## config.mk

```make
export PLATFORM = sky130hd
export DESIGN_NAME = io_port_peer_flat
export DESIGN_NICKNAME = d
export VERILOG_FILES = /design/src/rtl/io_port_peer_if.sv /design/src/rtl/io_port_peer.sv /design/src/flat_wrapper.sv
export SDC_FILE = /design/constraint.sdc
export NUM_CORES = 1
export LEC_CHECK = 0
export ABC_AREA = 1
export CORE_MARGIN = 2
export CORE_UTILIZATION = 57
export CTS_BUF_LIST = sky130_fd_sc_hd__clkbuf_4 sky130_fd_sc_hd__clkbuf_8
export CTS_CLUSTER_DIAMETER = 30
export DETAILED_ROUTE_END_ITERATION = 12
export PLACE_DENSITY = 0.8
export SKIP_LAST_GASP = 1
export SLEW_MARGIN = 20
export SYNTH_ARGS = -nofsm -noshare
export SYNTH_HDL_FRONTEND = slang
export SYNTH_SLANG_ARGS = --single-unit
```

## constraint.sdc

```tcl
create_clock -name clk -period 2.02 [get_ports clk]
set_input_delay 0.404 -clock clk [delete_from_list [all_inputs] [get_ports clk]]
set_output_delay 0.404 -clock clk [all_outputs]
set_load 0.03 [all_outputs]
```

## src/rtl/io_port_peer_if.sv

```systemverilog
// Bundle of the processor four-phase links and the host FIFO ports of io_port_peer.
// The master modport is the environment side; the slave modport is the peer block itself.
interface io_port_peer_if #(
    parameter int WIDTH = 8,
    parameter int DEPTH = 4
);
    localparam int LW = $clog2(DEPTH) + 1;

    logic [WIDTH-1:0] proc_in;
    logic             proc_inDataReady;
    logic             proc_inACK;
    logic [WIDTH-1:0] proc_out;
    logic             proc_outDataReady;
    logic             proc_outACK;
    logic             host_wr_en;
    logic [WIDTH-1:0] host_wr_data;
    logic             host_full;
    logic             host_rd_en;
    logic [WIDTH-1:0] host_rd_data;
    logic             host_empty;
    logic [LW-1:0]    tx_level;
    logic [LW-1:0]    rx_level;
    logic             wr_err;

    modport master (
        input  proc_in, proc_inDataReady, proc_outACK, host_full, host_rd_data,
               host_empty, tx_level, rx_level, wr_err,
        output proc_inACK, proc_out, proc_outDataReady, host_wr_en, host_wr_data,
               host_rd_en
    );

    modport slave (
        output proc_in, proc_inDataReady, proc_outACK, host_full, host_rd_data,
               host_empty, tx_level, rx_level, wr_err,
        input  proc_inACK, proc_out, proc_outDataReady, host_wr_en, host_wr_data,
               host_rd_en
    );
endinterface

```

## src/rtl/io_port_peer.sv

```systemverilog
// Host-to-processor bridge: a TX FIFO drained over a four-phase link into the processor's
// in port, and an RX FIFO filled from the processor's out port, with registered status.
module io_port_peer #(
    parameter int WIDTH = 8,
    parameter int DEPTH = 4
) (
    input logic          clk,
    input logic          reset,
    io_port_peer_if.slave bus
);
    localparam int PW = $clog2(DEPTH);
    localparam int LW = PW + 1;
    localparam logic [LW-1:0] FULL_C = LW'(DEPTH);
    localparam logic [LW-1:0] ZERO_C = LW'(0);
    localparam logic [LW-1:0] ONE_C  = LW'(1);
    localparam logic [PW-1:0] STEP_C = PW'(1);

    typedef enum logic [1:0] {T_IDLE = 2'd0, T_REQ = 2'd1, T_REL = 2'd2} tx_state_t;
    typedef enum logic       {R_IDLE = 1'b0, R_ACK = 1'b1} rx_state_t;

    logic [WIDTH-1:0] tx_mem_r [DEPTH];
    logic [WIDTH-1:0] rx_mem_r [DEPTH];
    logic [PW-1:0]    tx_wptr_r, tx_rptr_r, rx_wptr_r, rx_rptr_r;
    logic [LW-1:0]    tx_count_r, rx_count_r;
    tx_state_t        tx_state_r, tx_state_nxt_s;
    rx_state_t        rx_state_r, rx_state_nxt_s;
    logic [WIDTH-1:0] proc_in_r, proc_in_nxt_s;
    logic             in_rdy_r, in_rdy_nxt_s;
    logic             out_ack_r, out_ack_nxt_s;
    logic             wr_err_r;
    logic             tx_full_s, rx_full_s, rx_empty_s;
    logic             tx_push_s, tx_pop_s, rx_push_s, rx_pop_s;

    assign tx_full_s  = (tx_count_r == FULL_C);
    assign rx_full_s  = (rx_count_r == FULL_C);
    assign rx_empty_s = (rx_count_r == ZERO_C);
    // A write while full is dropped even if the TX FSM pops in the same cycle.
    assign tx_push_s  = bus.host_wr_en & ~tx_full_s;
    assign rx_pop_s   = bus.host_rd_en & ~rx_empty_s;

    // TX link next state: load head, wait for ACK, then wait for ACK release.
    always_comb begin
        tx_state_nxt_s = tx_state_r;
        proc_in_nxt_s  = proc_in_r;
        in_rdy_nxt_s   = in_rdy_r;
        tx_pop_s       = 1'b0;
        case (tx_state_r)
            T_IDLE: begin
                if ((tx_count_r != ZERO_C) && !bus.proc_inACK) begin
                    proc_in_nxt_s  = tx_mem_r[tx_rptr_r];
                    in_rdy_nxt_s   = 1'b1;
                    tx_state_nxt_s = T_REQ;
                end else begin
                    tx_state_nxt_s = T_IDLE;
                end
            end
            T_REQ: begin
                if (bus.proc_inACK) begin
                    tx_pop_s       = 1'b1;
                    in_rdy_nxt_s   = 1'b0;
                    tx_state_nxt_s = T_REL;
                end else begin
                    tx_state_nxt_s = T_REQ;
                end
            end
            T_REL: begin
                if (!bus.proc_inACK) begin
                    tx_state_nxt_s = T_IDLE;
                end else begin
                    tx_state_nxt_s = T_REL;
                end
            end
            default: begin
                tx_state_nxt_s = T_IDLE;
                in_rdy_nxt_s   = 1'b0;
            end
        endcase
    end

    // RX link next state: capture one byte per handshake, backpressure while full.
    always_comb begin
        rx_state_nxt_s = rx_state_r;
        out_ack_nxt_s  = out_ack_r;
        rx_push_s      = 1'b0;
        case (rx_state_r)
            R_IDLE: begin
                if (bus.proc_outDataReady && !rx_full_s) begin
                    rx_push_s      = 1'b1;
                    out_ack_nxt_s  = 1'b1;
                    rx_state_nxt_s = R_ACK;
                end else begin
                    rx_state_nxt_s = R_IDLE;
                end
            end
            R_ACK: begin
                if (!bus.proc_outDataReady) begin
                    out_ack_nxt_s  = 1'b0;
                    rx_state_nxt_s = R_IDLE;
                end else begin
                    rx_state_nxt_s = R_ACK;
                end
            end
            default: begin
                rx_state_nxt_s = R_IDLE;
                out_ack_nxt_s  = 1'b0;
            end
        endcase
    end

    // FSM state and registered link outputs.
    always_ff @(posedge clk or negedge reset) begin
        if (!reset) begin
            tx_state_r <= T_IDLE;
            rx_state_r <= R_IDLE;
            proc_in_r  <= {WIDTH{1'b0}};
            in_rdy_r   <= 1'b0;
            out_ack_r  <= 1'b0;
            wr_err_r   <= 1'b0;
        end else begin
            tx_state_r <= tx_state_nxt_s;
            rx_state_r <= rx_state_nxt_s;
            proc_in_r  <= proc_in_nxt_s;
            in_rdy_r   <= in_rdy_nxt_s;
            out_ack_r  <= out_ack_nxt_s;
            wr_err_r   <= wr_err_r | (bus.host_wr_en & tx_full_s);
        end
    end

    // FIFO pointers and occupancy counts; pointers wrap naturally at DEPTH.
    always_ff @(posedge clk or negedge reset) begin
        if (!reset) begin
            tx_wptr_r  <= {PW{1'b0}};
            tx_rptr_r  <= {PW{1'b0}};
            tx_count_r <= ZERO_C;
            rx_wptr_r  <= {PW{1'b0}};
            rx_rptr_r  <= {PW{1'b0}};
            rx_count_r <= ZERO_C;
        end else begin
            if (tx_push_s) tx_wptr_r <= tx_wptr_r + STEP_C;
            if (tx_pop_s)  tx_rptr_r <= tx_rptr_r + STEP_C;
            if (rx_push_s) rx_wptr_r <= rx_wptr_r + STEP_C;
            if (rx_pop_s)  rx_rptr_r <= rx_rptr_r + STEP_C;
            case ({tx_push_s, tx_pop_s})
                2'b10:   tx_count_r <= tx_count_r + ONE_C;
                2'b01:   tx_count_r <= tx_count_r - ONE_C;
                default: tx_count_r <= tx_count_r;
            endcase
            case ({rx_push_s, rx_pop_s})
                2'b10:   rx_count_r <= rx_count_r + ONE_C;
                2'b01:   rx_count_r <= rx_count_r - ONE_C;
                default: rx_count_r <= rx_count_r;
            endcase
        end
    end

    // FIFO storage; contents are only observed through valid counts, so no reset.
    always_ff @(posedge clk) begin
        if (tx_push_s) tx_mem_r[tx_wptr_r] <= bus.host_wr_data;
        if (rx_push_s) rx_mem_r[rx_wptr_r] <= bus.proc_out;
    end

    assign bus.proc_in          = proc_in_r;
    assign bus.proc_inDataReady = in_rdy_r;
    assign bus.proc_outACK      = out_ack_r;
    assign bus.wr_err           = wr_err_r;
    assign bus.host_full        = tx_full_s;
    assign bus.host_empty       = rx_empty_s;
    assign bus.tx_level         = tx_count_r;
    assign bus.rx_level         = rx_count_r;
    assign bus.host_rd_data     = rx_mem_r[rx_rptr_r];
endmodule

```

## src/flat_wrapper.sv

```systemverilog
// flat-port wrapper written by rule: the top's interface ports become plain ports
module io_port_peer_flat 
#(
    parameter int WIDTH = 8,
    parameter int DEPTH = 4
)
  (clk, reset, bus_proc_in, bus_proc_inDataReady, bus_proc_outACK, bus_host_full, bus_host_rd_data, bus_host_empty, bus_tx_level, bus_rx_level, bus_wr_err, bus_proc_inACK, bus_proc_out, bus_proc_outDataReady, bus_host_wr_en, bus_host_wr_data, bus_host_rd_en);
  io_port_peer_if #(.WIDTH(WIDTH), .DEPTH(DEPTH)) bus_i ();
  input logic clk;
  input logic reset;
  output wire logic [$bits(bus_i.proc_in)-1:0] bus_proc_in;
  output wire logic [$bits(bus_i.proc_inDataReady)-1:0] bus_proc_inDataReady;
  output wire logic [$bits(bus_i.proc_outACK)-1:0] bus_proc_outACK;
  output wire logic [$bits(bus_i.host_full)-1:0] bus_host_full;
  output wire logic [$bits(bus_i.host_rd_data)-1:0] bus_host_rd_data;
  output wire logic [$bits(bus_i.host_empty)-1:0] bus_host_empty;
  output wire logic [$bits(bus_i.tx_level)-1:0] bus_tx_level;
  output wire logic [$bits(bus_i.rx_level)-1:0] bus_rx_level;
  output wire logic [$bits(bus_i.wr_err)-1:0] bus_wr_err;
  input wire logic [$bits(bus_i.proc_inACK)-1:0] bus_proc_inACK;
  input wire logic [$bits(bus_i.proc_out)-1:0] bus_proc_out;
  input wire logic [$bits(bus_i.proc_outDataReady)-1:0] bus_proc_outDataReady;
  input wire logic [$bits(bus_i.host_wr_en)-1:0] bus_host_wr_en;
  input wire logic [$bits(bus_i.host_wr_data)-1:0] bus_host_wr_data;
  input wire logic [$bits(bus_i.host_rd_en)-1:0] bus_host_rd_en;
  assign bus_proc_in = bus_i.proc_in;
  assign bus_proc_inDataReady = bus_i.proc_inDataReady;
  assign bus_proc_outACK = bus_i.proc_outACK;
  assign bus_host_full = bus_i.host_full;
  assign bus_host_rd_data = bus_i.host_rd_data;
  assign bus_host_empty = bus_i.host_empty;
  assign bus_tx_level = bus_i.tx_level;
  assign bus_rx_level = bus_i.rx_level;
  assign bus_wr_err = bus_i.wr_err;
  assign bus_i.proc_inACK = bus_proc_inACK;
  assign bus_i.proc_out = bus_proc_out;
  assign bus_i.proc_outDataReady = bus_proc_outDataReady;
  assign bus_i.host_wr_en = bus_host_wr_en;
  assign bus_i.host_wr_data = bus_host_wr_data;
  assign bus_i.host_rd_en = bus_host_rd_en;
  io_port_peer #(.WIDTH(WIDTH), .DEPTH(DEPTH)) u_core (.clk(clk), .reset(reset), .bus(bus_i));
endmodule
```

# After elaboration in Yosys (flattened, before gate mapping)

Memory sizes are Yosys's and may differ from the RTL's. A register that Yosys moved wholly into a read port is not among the register bits.
Cells that the tools add are included.

Register bits after elaboration: 20
Logic and storage cells: 76
Memories kept: 2
RAM bits: 64
Bits in latches: 0
Bits of input ports: 22
Memory bits (read-only): 0

Memories:

| name            | words | width | rd ports | clocked after Yosys merged registers in | wr ports | line               | RTL |
|---|---|---|---|---|---|---|---|
| u_core.rx_mem_r | 4     | 8     | 1        | 0                                       | 1        | io_port_peer.sv:22 | `logic [WIDTH-1:0] rx_mem_r [DEPTH];` |
| u_core.tx_mem_r | 4     | 8     | 1        | 1                                       | 1        | io_port_peer.sv:21 | `logic [WIDTH-1:0] tx_mem_r [DEPTH];` |

Shifts and indexed selects: 0
Equality and inequality tests: 12
Bitwise logic cells: 8
Magnitude comparators: 0
Reduce and logical (&&, ||, !) cells: 13
Mux-type cells: 22
Multiply operators: 0
Add/subtract/negate cells: 8
Div/mod/pow operators: 0

Operator list:

| operator                                            | count |
|---|---|
| two-way mux 1 bit                                   | 14 |
| case mux 3 bit (2 select lines)                     | 2 |
| adder 2 x 1 -> 2 bit, second input constant         | 4 |
| adder 3 x 1 -> 3 bit, second input constant         | 2 |
| equality test 2 x 1 -> 1 bit, second input constant | 3 |
| equality test 2 bit, second input constant          | 3 |
| equality test 3 bit, second input constant          | 2 |
| case mux 2 bit (3 select lines)                     | 1 |
| subtractor 3 x 1 -> 3 bit, second input constant    | 2 |
| two-way mux 2 bit                                   | 2 |
| != test 2 x 1 -> 1 bit, second input constant       | 2 |
| != test 2 bit, second input constant                | 2 |
| NOT 1 bit                                           | 4 |
| case mux 1 bit (2 select lines)                     | 2 |
| AND reduction 2 bit                                 | 2 |
| nonzero test 2 bit                                  | 2 |
| AND 1 bit                                           | 3 |
| logical NOT 1 bit                                   | 3 |
| logical NOT 3 bit                                   | 1 |
| case mux 1 bit (3 select lines)                     | 1 |
| AND reduction 3 bit                                 | 1 |
| nonzero test 3 bit                                  | 1 |
| logical AND 1 bit                                   | 2 |
| logical NOT 2 bit                                   | 1 |
| bitwise OR 1 bit                                    | 1 |

# Logic depth before layout (Yosys ltp)

Gate-level depths: netlist of the first run.

Depth after elaboration: 7
Depth in mapped cells: 11

# Worst setup path before layout of the first run

No wires, ideal clock.

Path kind: flip-flop to flip-flop
Start: register u_core.tx_count_r[0] (netlist: u_core.bus.tx_level[0])
End: register u_core.tx_count_r[2] (netlist: u_core.bus.tx_level[2])
Arrival time: 1.811 ns
Setup time: 0.123 ns
Buffers on the path: 0
Required time: 1.897 ns
Slack: 0.086 ns
Stages on the path, launching flop included: 10
Path through: dfrtp_1 inv_1 nand3_1 nand2_2 ha_1 inv_1 fa_1 nand2_1 nand3_1 xor2_1

Longest elaborated chain between the ends: 5
Elaborated cells on any way between the ends: 9

Ends and longest elaborated chain:

| what                                                                  | line                | RTL |
|---|---|---|
| start: declaration                                                    | io_port_peer.sv:24  | `logic [LW-1:0] tx_count_r, rx_count_r;` |
| start signal: assignment                                              | io_port_peer.sv:144 | `2'b10: tx_count_r <= tx_count_r + ONE_C;` |
| start signal: assignment                                              | io_port_peer.sv:145 | `2'b01: tx_count_r <= tx_count_r - ONE_C;` |
| start signal: assignment                                              | io_port_peer.sv:146 | `default: tx_count_r <= tx_count_r;` |
| equality test 3 bit                                                   | io_port_peer.sv:34  | `assign tx_full_s = (tx_count_r == FULL_C);` |
| NOT 1 bit                                                             | io_port_peer.sv:38  | `assign tx_push_s = bus.host_wr_en & ~tx_full_s;` |
| AND 1 bit                                                             | io_port_peer.sv:38  |  |
| equality test 2 x 1 -> 1 bit or equality test 2 bit (tied branches)   | io_port_peer.sv:143 | `case ({tx_push_s, tx_pop_s})` |
| case mux 3 bit (2 select lines) or nonzero test 2 bit (tied branches) | -                   |  |

Several ways; a longest one is shown, not always the timed one.
A chain may end at the register's enable or synchronous reset.

# Worst setup path in the final report of the first run

Start: register u_core.rx_rptr_r[1]
End: output bus_host_rd_data[1]

Longest elaborated chain between the ends: 1

Ends and longest elaborated chain:

| what                     | line                | RTL |
|---|---|---|
| start: declaration       | io_port_peer.sv:23  | `logic [PW-1:0] tx_wptr_r, tx_rptr_r, rx_wptr_r, rx_rptr_r;` |
| start signal: assignment | io_port_peer.sv:136 | `rx_rptr_r <= {PW{1'b0}};` |
| start signal: assignment | io_port_peer.sv:142 | `if (rx_pop_s) rx_rptr_r <= rx_rptr_r + STEP_C;` |
| memory read (4 x 8 bit)  | -                   |  |
| end: declaration         | flat_wrapper.sv:15  | `output wire logic [$bits(bus_i.host_rd_data)-1:0] bus_host_rd_data;` |

Every way passes these cells.

==> flow_metrics.tcl, run 1 <==
set metrics [dict create \
    layout_commonest_cell "nand2_1" \
    dr.pass1.iters 4 \
    synthXorXnorAreaFrac_pct 2.21 \
    power_mw 7.52 \
    h-tree-depth 3 \
    critical_path_class "flip-flop to primary output" \
    startpoint "u_core.rx_rptr_r[1]" \
    die_area_sq_mm 0.00764 \
    num_rows 30 \
    final_hold_viol_count 0 \
    synth_nets 396 \
    outcome "finished clean" \
    reg2reg_slack_ns 0.18 \
    final_cell_mix "79 x nand2_1, 68 x inv_1, 64 x edfxtp_1" \
    synth.distinct_cells 24 \
    wl_per_cell_um 13.7 \
    power.net_switching_mw 2.88 \
    slew_headroom_pct 55.9 \
    avgSynthCellArea_sq_um 10.9 \
    synth_mux_area_share_pct 0 \
    pwr-share-comb_pct 40.2 \
    p_leak_nw 2.19 \
    synth-seq-area-share_pct 66.2 \
    ys_ff_latch 92 \
    dpl.hpwl_um 4810 \
    vias 2601 \
    area_delta_synth_final_pct 22.8 \
    cts.sinks 92 \
    clk_pin_slew_ns 0.09 \
    gr-total-overflow 0 \
    cts_tree "yes" \
    setup_tns_ns 0 \
    ios 49 \
    period_share_pct 95.3 \
    cts-root-buf "clkbuf_8" \
    setup_viol 0 \
    ys_warn_count 0 \
    seqPwrFrac_pct 38.6 \
    ctsHoldBuffers 0 \
    crit_path_end_kind "primary output" \
    rr_startpoint "u_core.bus.tx_level[0]" \
    first_iter_violations 136 \
    layout.cells.non_filler 516 \
    post-route-drc-count 0 \
    ant_nets 0 \
    place_ws_ns -0.0979 \
    period_needed_ns 1.93 \
    die_h_um 87.4 \
    clkLatencyLatePin_ns 0.35 \
    peakVddDrop_mv 0.871 \
    drive_gt1_share_pct 12.8 \
    yosysTopAreaCellShare_pct 48.5 \
    antenna_found_initial 0 \
    final_nets 465 \
    setup_ws_ns 0.0944 \
    vias_per_cell 5.04 \
    cts_buffer_depth 2 \
    ff2ff_path_depth 9 \
    synth.area.top_cells "edfxtp_1 48%, dfrtp_1 18%, nand2_1 7.5%" \
    pwr-share-clk_pct 21.2 \
    synth_compound_area_share_pct 4.36 \
    cp_data_required_time_ns 1.62 \
    switching_share_pct 38.3 \
    netlist_area_sq_mm 0.00396 \
    port_buffers 48 \
    crit_arrival_ns 1.52 \
    critPathMaxFanout 11 \
    cell_internal_pwr_mw 4.64 \
    groute.usage.overall_pct 20.2 \
    tightest_slew_ns 0.662 \
    maxCapViolCount 0 \
    rsz0062_at_grt "false" \
    synthAdderAreaFrac_pct 4.17 \
    worstSetupStartpointType "flip-flop" \
    synthSimpleGateAreaFrac_pct 14.6 \
    die_x_um 87.4 \
    grt_max_degree 29 \
    crit_path_end "bus_host_rd_data[1]" \
    hold_path.class "input port to asynchronous set/reset pin" \
    grt_pass1_wl_um 11400 \
    grt_pass1_vias 2504 \
    core_sq_mm 0.00676 \
    dp_cells 500 \
    fin_skew_ns 0.0135 \
    max_freq_ghz 0.519 \
    place.gp.congestion 0.768 \
    n_antenna_cell 0 \
    initial_core_util_pct 58.7 \
    r2r_end "u_core.bus.tx_level[2]" \
    syn_inst 362 \
    slew_violations 0 \
    synth_top_area_cell "edfxtp_1" \
    synth_top_family_by_area "simple AND/OR/NAND/NOR gates" \
    finalWirelength_um 7080 \
    numCtsBuffers 9 \
    p_per_area_mw_per_mm2 1550 \
]
## registers in the layout, indices dropped and copies added (netlist names), 2 cells and up
register	flops
u_core.tx_wptr_r	2
u_core.bus.rx_level	3
u_core.bus.tx_level	3
u_core.rx_wptr_r	2
u_core.bus.proc_in	8
u_core.tx_mem_r	32
u_core.tx_rptr_r	2
u_core.tx_state_r	2
u_core.rx_mem_r	32
u_core.rx_rptr_r	2
## through the flow
stage | util [%] | hold WS, ns | cell area [sq um]
after global routing | 72.1 | 0.466 | 4870
after CTS | 72.0 | 0.439 | 4860
final | 72.1 | 0.442 | 4870
after global placement | 68.0 | 0.443 | 4600
after detailed placement | 68.0 | 0.449 | 4600
after floorplan | - | 0.108 | 3960
## cell usage after synthesis (all sizes together)
master,n
dfrtp,28
buf,8
nand3,27
nor2,29
o22ai,8
nand2,81
edfxtp,64
ha,10
o21ai,22
fa,2
xnor2,3
inv,71
a21o,1
a21oi,1
xor2,7
## power groups by stage
stage	Combinational [mW]	Clock, mW	Sequential (mW)
finish	3.02	1.60	2.91
global route	3.36	1.69	2.96
CTS	3.05	1.62	2.90
detailed placement	3.04	0	2.93
global placement	2.96	0	2.92
floorplan	1.85	0	3.07
## critical path, stage by stage, from the launching register on
cell and delay [ns]:
dfrtp_2 0.51, inv_2 0.17, o21ai_0 0.12, o22ai_1 0.18
buf_4 0.20
## cell type report
cell class              count  area [sq um]
clock buffers               9           124
clock inverters             7           145
fillers                   458          1890
inverters                  71           274
multi-input cells         191          1010
flip-flops and latches     92          2630
well taps                  80           100
repair buffers             66           589
## routing by layer
| metal | global-route usage (%) | vias to the layer above | share of wire [%] |
|---|---|---|---|
| li1 | - | 1296 | - |
| met1 | 26.7 | 1226 | 45 |
| met2 | 32.0 | 64 | 48 |
| met3 | 5.88 | 15 | 5.1 |
| met4 | 7.27 | 0 | 2.0 |
| met5 | 0 | - | 0 |
## how the worst min path moves through the flow
stage                                   to               from  cells after the start  slack, ns
2_1_floorplan  u_core.bus.proc_inDataReady              reset                      0       0.11
3_3_place_gp             u_core.bus.wr_err  u_core.bus.wr_err                      1       0.44
3_5_place_dp             u_core.bus.wr_err  u_core.bus.wr_err                      1       0.45
4_1_cts             u_core.bus.proc_outACK              reset                      2       0.44
5_1_grt             u_core.bus.proc_outACK              reset                      2       0.47
6_report               u_core.rx_rptr_r[1]              reset                      2       0.44
## cells by family (layout without fill, tap and decap cells)
logic type               count (synthesis)  in the layout
AND/OR/NAND/NOR                        137            137
flip-flops                              92             92
buffers and inverters                   79            153
AO/OA/AOI/OAI                           32             32
adder cells (fa/ha/maj)                 12             12
XOR/XNOR                                10             10
## timing repair
action	in CTS	in global routing
cloned	0	0
setup buffers	0	0
endpoints found under the hold margin	0	0
resized for setup	4	5
setup endpoints to repair	7	10
Power figures use the tool's default switching activity.
==> run 2, diff against run 1 <==
--- a/config.mk
+++ b/config.mk
@@ -6,7 +6,7 @@
 export NUM_CORES = 1
 export LEC_CHECK = 0
 export ABC_AREA = 1
-export CORE_MARGIN = 2
+export CORE_MARGIN = 3
 export CORE_UTILIZATION = 57
 export CTS_BUF_LIST = sky130_fd_sc_hd__clkbuf_4 sky130_fd_sc_hd__clkbuf_8
 export CTS_CLUSTER_DIAMETER = 30
==> flow_metrics.tcl, run 2 (synthesis gave the netlist of run 1 again) <==
set metrics [dict create \
    ios 49 \
    maxCapViolCount 0 \
    vias_per_cell 5.06 \
    gr-total-overflow 0 \
    die_h_um 89.4 \
    port_buffers 48 \
    slew_headroom_pct 52.8 \
    switching_share_pct 40.4 \
    grt_pass1_wl_um 11600 \
    peakVddDrop_mv 0.814 \
    crit_arrival_ns 1.52 \
    crit_path_end_kind "primary output" \
    clk_pin_slew_ns 0.09 \
    ant_nets 0 \
    utilization_pct 73.1 \
    outcome "finished clean" \
    power.net_switching_mw 2.89 \
    cp_data_required_time_ns 1.62 \
    first_iter_violations 111 \
    crit_top_cell "buf_4" \
    n_antenna_cell 0 \
    p_per_area_mw_per_mm2 1500 \
    dpl.hpwl_um 4840 \
    holdWs_ns 0.424 \
    critical_path.cell_chain "buf_4 -> o21ai_0 -> o22ai_1 -> buf_4" \
    numCtsBuffers 9 \
    grt_util_met1_pct 23.3 \
    ctsHoldBuffers 0 \
    cts.sinks 92 \
    rsz0062_at_grt "true" \
    met2_usage_pct 33.2 \
    h-tree-depth 3 \
    grt_max_degree 29 \
    drive_gt1_share_pct 12.2 \
    final_nets 463 \
    setup_ws_ns 0.0928 \
    critical_path_class "flip-flop to primary output" \
    power_mw 7.14 \
    slew_violations 0 \
    finalWirelength_um 7080 \
    period_needed_ns 1.93 \
    critPathMaxFanout 10 \
    pwr-share-clk_pct 17.2 \
    grt_pass1_vias 2575 \
    area_delta_synth_final_pct 20.5 \
    seqPwrFrac_pct 40.7 \
    cts_buffer_depth 2 \
    clkLatencyLatePin_ns 0.35 \
    final_hold_viol_count 0 \
    placed_area_sq_mm 0.00458 \
    hold_path.class "input port to asynchronous set/reset pin" \
    vias 2586 \
    place.gp.congestion 0.827 \
    post-route-drc-count 0 \
    crit_path_top_delay_cell "dfrtp_2" \
    groute.usage.overall_pct 19.5 \
    max_freq_ghz 0.519 \
    final_cell_mix "79 x nand2_1, 68 x inv_1, 64 x edfxtp_1" \
    num_rows 29 \
    die_area_sq_mm 0.00799 \
    place_ws_ns -0.128 \
    design_area_sq_mm 0.00478 \
    die_x_um 89.4 \
    period_share_pct 95.4 \
    tightest_slew_ns 0.709 \
    layout_commonest_cell "nand2_1" \
    cts_setup_buffers 0 \
    wl_per_cell_um 13.8 \
    cp_slowest_stage_delay_ns 0.49 \
    antenna_found_initial 0 \
    core_sq_mm 0.00653 \
    top_usage_layer "met2" \
    cts_tree "yes" \
    setup_viol 0 \
    pwr-share-comb_pct 42.1 \
    grt_util_met3_pct 3.87 \
    cell_internal_pwr_mw 4.25 \
    ff2ff_path_depth 9 \
    fin_skew_ns 0.00527 \
    dr.pass1.iters 4 \
    p_leak_nw 2.14 \
    initial_core_util_pct 60.7 \
    cts-root-buf "clkbuf_8" \
    worstSetupStartpointType "flip-flop" \
]
run 2: area by class of cell:
class                      count  area, sq um
sequential                    92         2630
fill                         448         1760
multi-input combinational    191         1010
timing repair buffer          64          574
inverter                      71          274
clock buffer                   9          124
tap                           77         96.3
clock inverter                 7         76.3
run 2: what timing repair did:
item,4_1_cts,5_1_grt
cloned,0,0
setup endpoints to repair,3,8
gates resized for setup,4,4
run 2: worst paths after layout:
path | startpoint | endpoint | slack (ns)
worst min-delay path | reset | u_core.bus.proc_outACK | 0.42
worst min register to register | u_core.bus.proc_in[0] | u_core.bus.proc_in[0] | 0.49
worst max register to register | u_core.bus.tx_level[0] | u_core.bus.tx_level[2] | 0.18
max in group asynchronous | reset | u_core.rx_rptr_r[1] | 1.30
min in group clk | u_core.bus.proc_in[0] | u_core.bus.proc_in[0] | 0.49
worst max-delay path | u_core.rx_rptr_r[0] | bus_host_rd_data[5] | 0.09
run 2: metal layers:
metal | routed length (um) | share of wire (%) | up-vias
met1 | 2890 | 41 | 1197
met4 | 199 | 2.8 | 0
met2 | 3630 | 51 | 82
li1 | - | - | 1291
met3 | 358 | 5.1 | 16
met5 | 0 | 0 | -
run 2: power by group through the flow:
stage / clock network [mW] / registers, mW / logic (mW)
6_report: 1.23 / 2.91 / 3.01
5_1_grt: 1.33 / 2.97 / 3.35
4_1_cts: 1.25 / 2.91 / 3.04
3_5_place_dp: 0 / 2.94 / 3.04
3_3_place_gp: 0 / 2.92 / 2.94
2_1_floorplan: 0 / 3.07 / 1.85
run 2: metrics by stage:
stage,TNS (ns),instances
2_1_floorplan,0,362
3_3_place_gp,-0.0152,495
3_5_place_dp,-0.324,495
4_1_cts,-0.00625,511
5_1_grt,-0.000924,511
6_report,0,511
run 2: worst max-delay path, delay by kind of cell, from the launching register on:
| family | cells | cell delay, ns |
|---|---|---|
| flip-flops | 1 | 0.49 |
| AO/OA/AOI/OAI | 2 | 0.31 |
| buffers and inverters | 2 | 0.36 |
==> RTL edit, RTL diff (flow settings as in run 2) <==
`WIDTH` is set to 8 in 3 places; all go to 10.
--- a/src/rtl/io_port_peer_if.sv
+++ b/src/rtl/io_port_peer_if.sv
@@ -1,7 +1,7 @@
 // Bundle of the processor four-phase links and the host FIFO ports of io_port_peer.
 // The master modport is the environment side; the slave modport is the peer block itself.
 interface io_port_peer_if #(
-    parameter int WIDTH = 8,
+    parameter int WIDTH = 10,
     parameter int DEPTH = 4
 );
     localparam int LW = $clog2(DEPTH) + 1;
--- a/src/rtl/io_port_peer.sv
+++ b/src/rtl/io_port_peer.sv
@@ -1,7 +1,7 @@
 // Host-to-processor bridge: a TX FIFO drained over a four-phase link into the processor's
 // in port, and an RX FIFO filled from the processor's out port, with registered status.
 module io_port_peer #(
-    parameter int WIDTH = 8,
+    parameter int WIDTH = 10,
     parameter int DEPTH = 4
 ) (
     input logic          clk,
--- a/src/flat_wrapper.sv
+++ b/src/flat_wrapper.sv
@@ -1,7 +1,7 @@
 // flat-port wrapper written by rule: the top's interface ports become plain ports
 module io_port_peer_flat 
 #(
-    parameter int WIDTH = 8,
+    parameter int WIDTH = 10,
     parameter int DEPTH = 4
 )
   (clk, reset, bus_proc_in, bus_proc_inDataReady, bus_proc_outACK, bus_host_full, bus_host_rd_data, bus_host_empty, bus_tx_level, bus_rx_level, bus_wr_err, bus_proc_inACK, bus_proc_out, bus_proc_outDataReady, bus_host_wr_en, bus_host_wr_data, bus_host_rd_en);
Interface: changed (resized bus_host_rd_data, bus_host_wr_data, bus_proc_in and bus_proc_out); port bits go from 49 to 57. The function was not compared with the original's and may differ.
==> RTL edit against run 2 <==
  * Sequential share of layout area increased by 1.3 points
  * Synthesized cell count rose by 16%
  * Sequential cell count grew 18
  * Synthesized area grew 18%
  * Power rose by 15%
  * Final area grew 17%
  * Worst setup slack lost 0.012 ns
  * Wire length increased by 22%
  * Critical path depth stayed put
  * Largest power group unchanged
==> RTL edit: results (changes against run 2) <==
Power
  • Pleak: 2.49 nW (+16%)
  • Peak VDD IR: 0.000715 V (-12%)

Hold path
  • Worst Hold Class: in -> async

Clocking
  • Root Buffer: clkbuf_8
  • CTS Buffer Depth: 2 (unchanged)
  • Clock transition at path regs: 0.09 ns (about the same)
  • Clock latency on the worst-skew pair: 0.37 ns (+0.02 ns)

Route
  • Met3 wire length: 522 um (+46%)
  • Avg WL per Cell: 14.4 um (+3.9%)
  • Antenna-violating nets left: 0 (unchanged)
  • Via density: 5.12 (+1.2%)
  • 1st-iter DRT viols: 149 (+34%)
  • Met1 WL: 3.52 mm (+22%)
  • DR WL met2: 4.43 mm (+22%)

Place
  • DP Worst Slack: -0.129 ns (-0.000485 ns)
  • DP Wirelength: 5.89 mm (+22%)
  • Placer Congestion: 0.800 (-3.3%)
  • Placed standard-cell area: 0.00541 mm2 (+18%)
  • Buffers added on ports: 56 (+17%)

GRT
  • GRT Overall Usage: 0.196 (+0.00133)
  • Number of global-route vias before repair: 3130 (+22%)
  • First-pass GRT wire length: 14.5 mm (+26%)
  • Largest net degree at the start of global routing: 31 (+6.9%)

Logic synthesis
  • Top area cells in the synthesized netlist: edfxtp_1 51%, dfrtp_1 16%, nand2_1 7.5%
  • Async S/R FF share, synth: 0.273 (-0.0316)
  • Most frequent cells after synthesis: 94 x nand2_1, 80 x edfxtp_1, 74 x inv_1, 30 x dfrtp_1, 30 x nor2_1
  • Syn Nets: 459 (+16%)
  • Sequential element share of the synthesized area: 0.671 (+0.00985)
  • Unique masters post-synth: 25 (+4.2%)
  • Post-synth EDFFs: 80 (+25%)

STA
  • Slew @ Worst Pin: 0.559 ns (-0.150 ns)
  • Clock skew: 0.0138 ns (+0.00854 ns)

Finish
  • FILL cells: 552 (+23%)
  • Fin area: 0.00561 mm2 (+17%)
  • Nets@finish: 533 (+15%)
  • Share of layout cells above drive strength 1: 0.124 (+0.00188)

Outcome
  • Outcome: finished, final reports clean
RTL edit: cell count changes in the layout (fill, tap and decap cells not counted), moves of 4 or more:
cell / delta
buf_4: +4
o21ai_0: -4
nor2_1: +4
nand2_1: +15
inv_2: +4
edfxtp_1: +16
clkdlybuf4s50_1: +6
inv_1: +5
o21ai_1: +8
RTL edit: worst reg2reg max path: cells and delay by family (launching register included):
| family | cells | cell delay (ns) |
|---|---|---|
| adders and majority gates | 2 | 0.54 |
| xor gates and xnor gates | 1 | 0.14 |
| DFF | 1 | 0.39 |
| buffers and inverters | 3 | 0.23 |
| and+or+nand+nor | 4 | 0.36 |
RTL edit: power by group:
part	internal, mW	total [mW]	switching [mW]
registers	3.02	3.36	0.339
logic	1.33	3.61	2.29
clock network	0.592	1.26	0.667
total	4.94	8.23	3.29
RTL edit: logic make-up after synthesis:
kind of cell / after synthesis / synth area share
XOR/XNOR: 10 / 0.0187
AO/OA/AOI/OAI: 38 / 0.0437
adder cells (fa/ha/maj): 12 / 0.0352
buffers and inverters: 90 / 0.0805
AND/OR/NAND/NOR: 161 / 0.151
flip-flops: 110 / 0.671
RTL edit: timing repair:
item	CTS	global route
buffers inserted	0	0
pin swaps	0	0
gates resized for setup	3	2
endpoints found under the setup margin	10	7
RTL edit: path summary, 6_finish.rpt:
path | endpoint | slack [ns] | startpoint | depth (start not counted)
worst max-delay path | bus_host_rd_data[1] | 0.08 | u_core.rx_rptr_r[1] | 4
worst min-delay path | u_core.bus.tx_level[0] | 0.43 | reset | 2
worst max register to register | u_core.bus.rx_level[2] | 0.24 | u_core.bus.rx_level[1] | 10
worst min register to register | u_core.bus.wr_err | 0.47 | u_core.bus.wr_err | 1
max in group asynchronous | u_core.rx_rptr_r[1] | 1.26 | reset | 2
min in group clk | u_core.bus.wr_err | 0.47 | u_core.bus.wr_err | 1
RTL edit: final cells by class:
cell class | count | area share
flip-flops and latches | 110 | 0.563
multi-input cells | 221 | 0.208
repair buffers | 74 | 0.119
inverters | 79 | 0.0531
clock buffers | 15 | 0.0335
well taps | 102 | 0.0228
clock inverters | 1 | 0.000893
RTL edit: per-stage QoR:
step	TNS, ns	cells
floorplan	0	421
global placement	-0.0345	586
detailed placement	-0.262	586
CTS	0	602
global route	-0.00639	602
finish	0	602
RTL edit: layer usage:
layer / vias to the layer above / global-route usage
met4: 0 / 0.0810
met2: 95 / 0.329
met1: 1474 / 0.245
met5: - / 0
met3: 20 / 0.0469
li1: 1494 / -
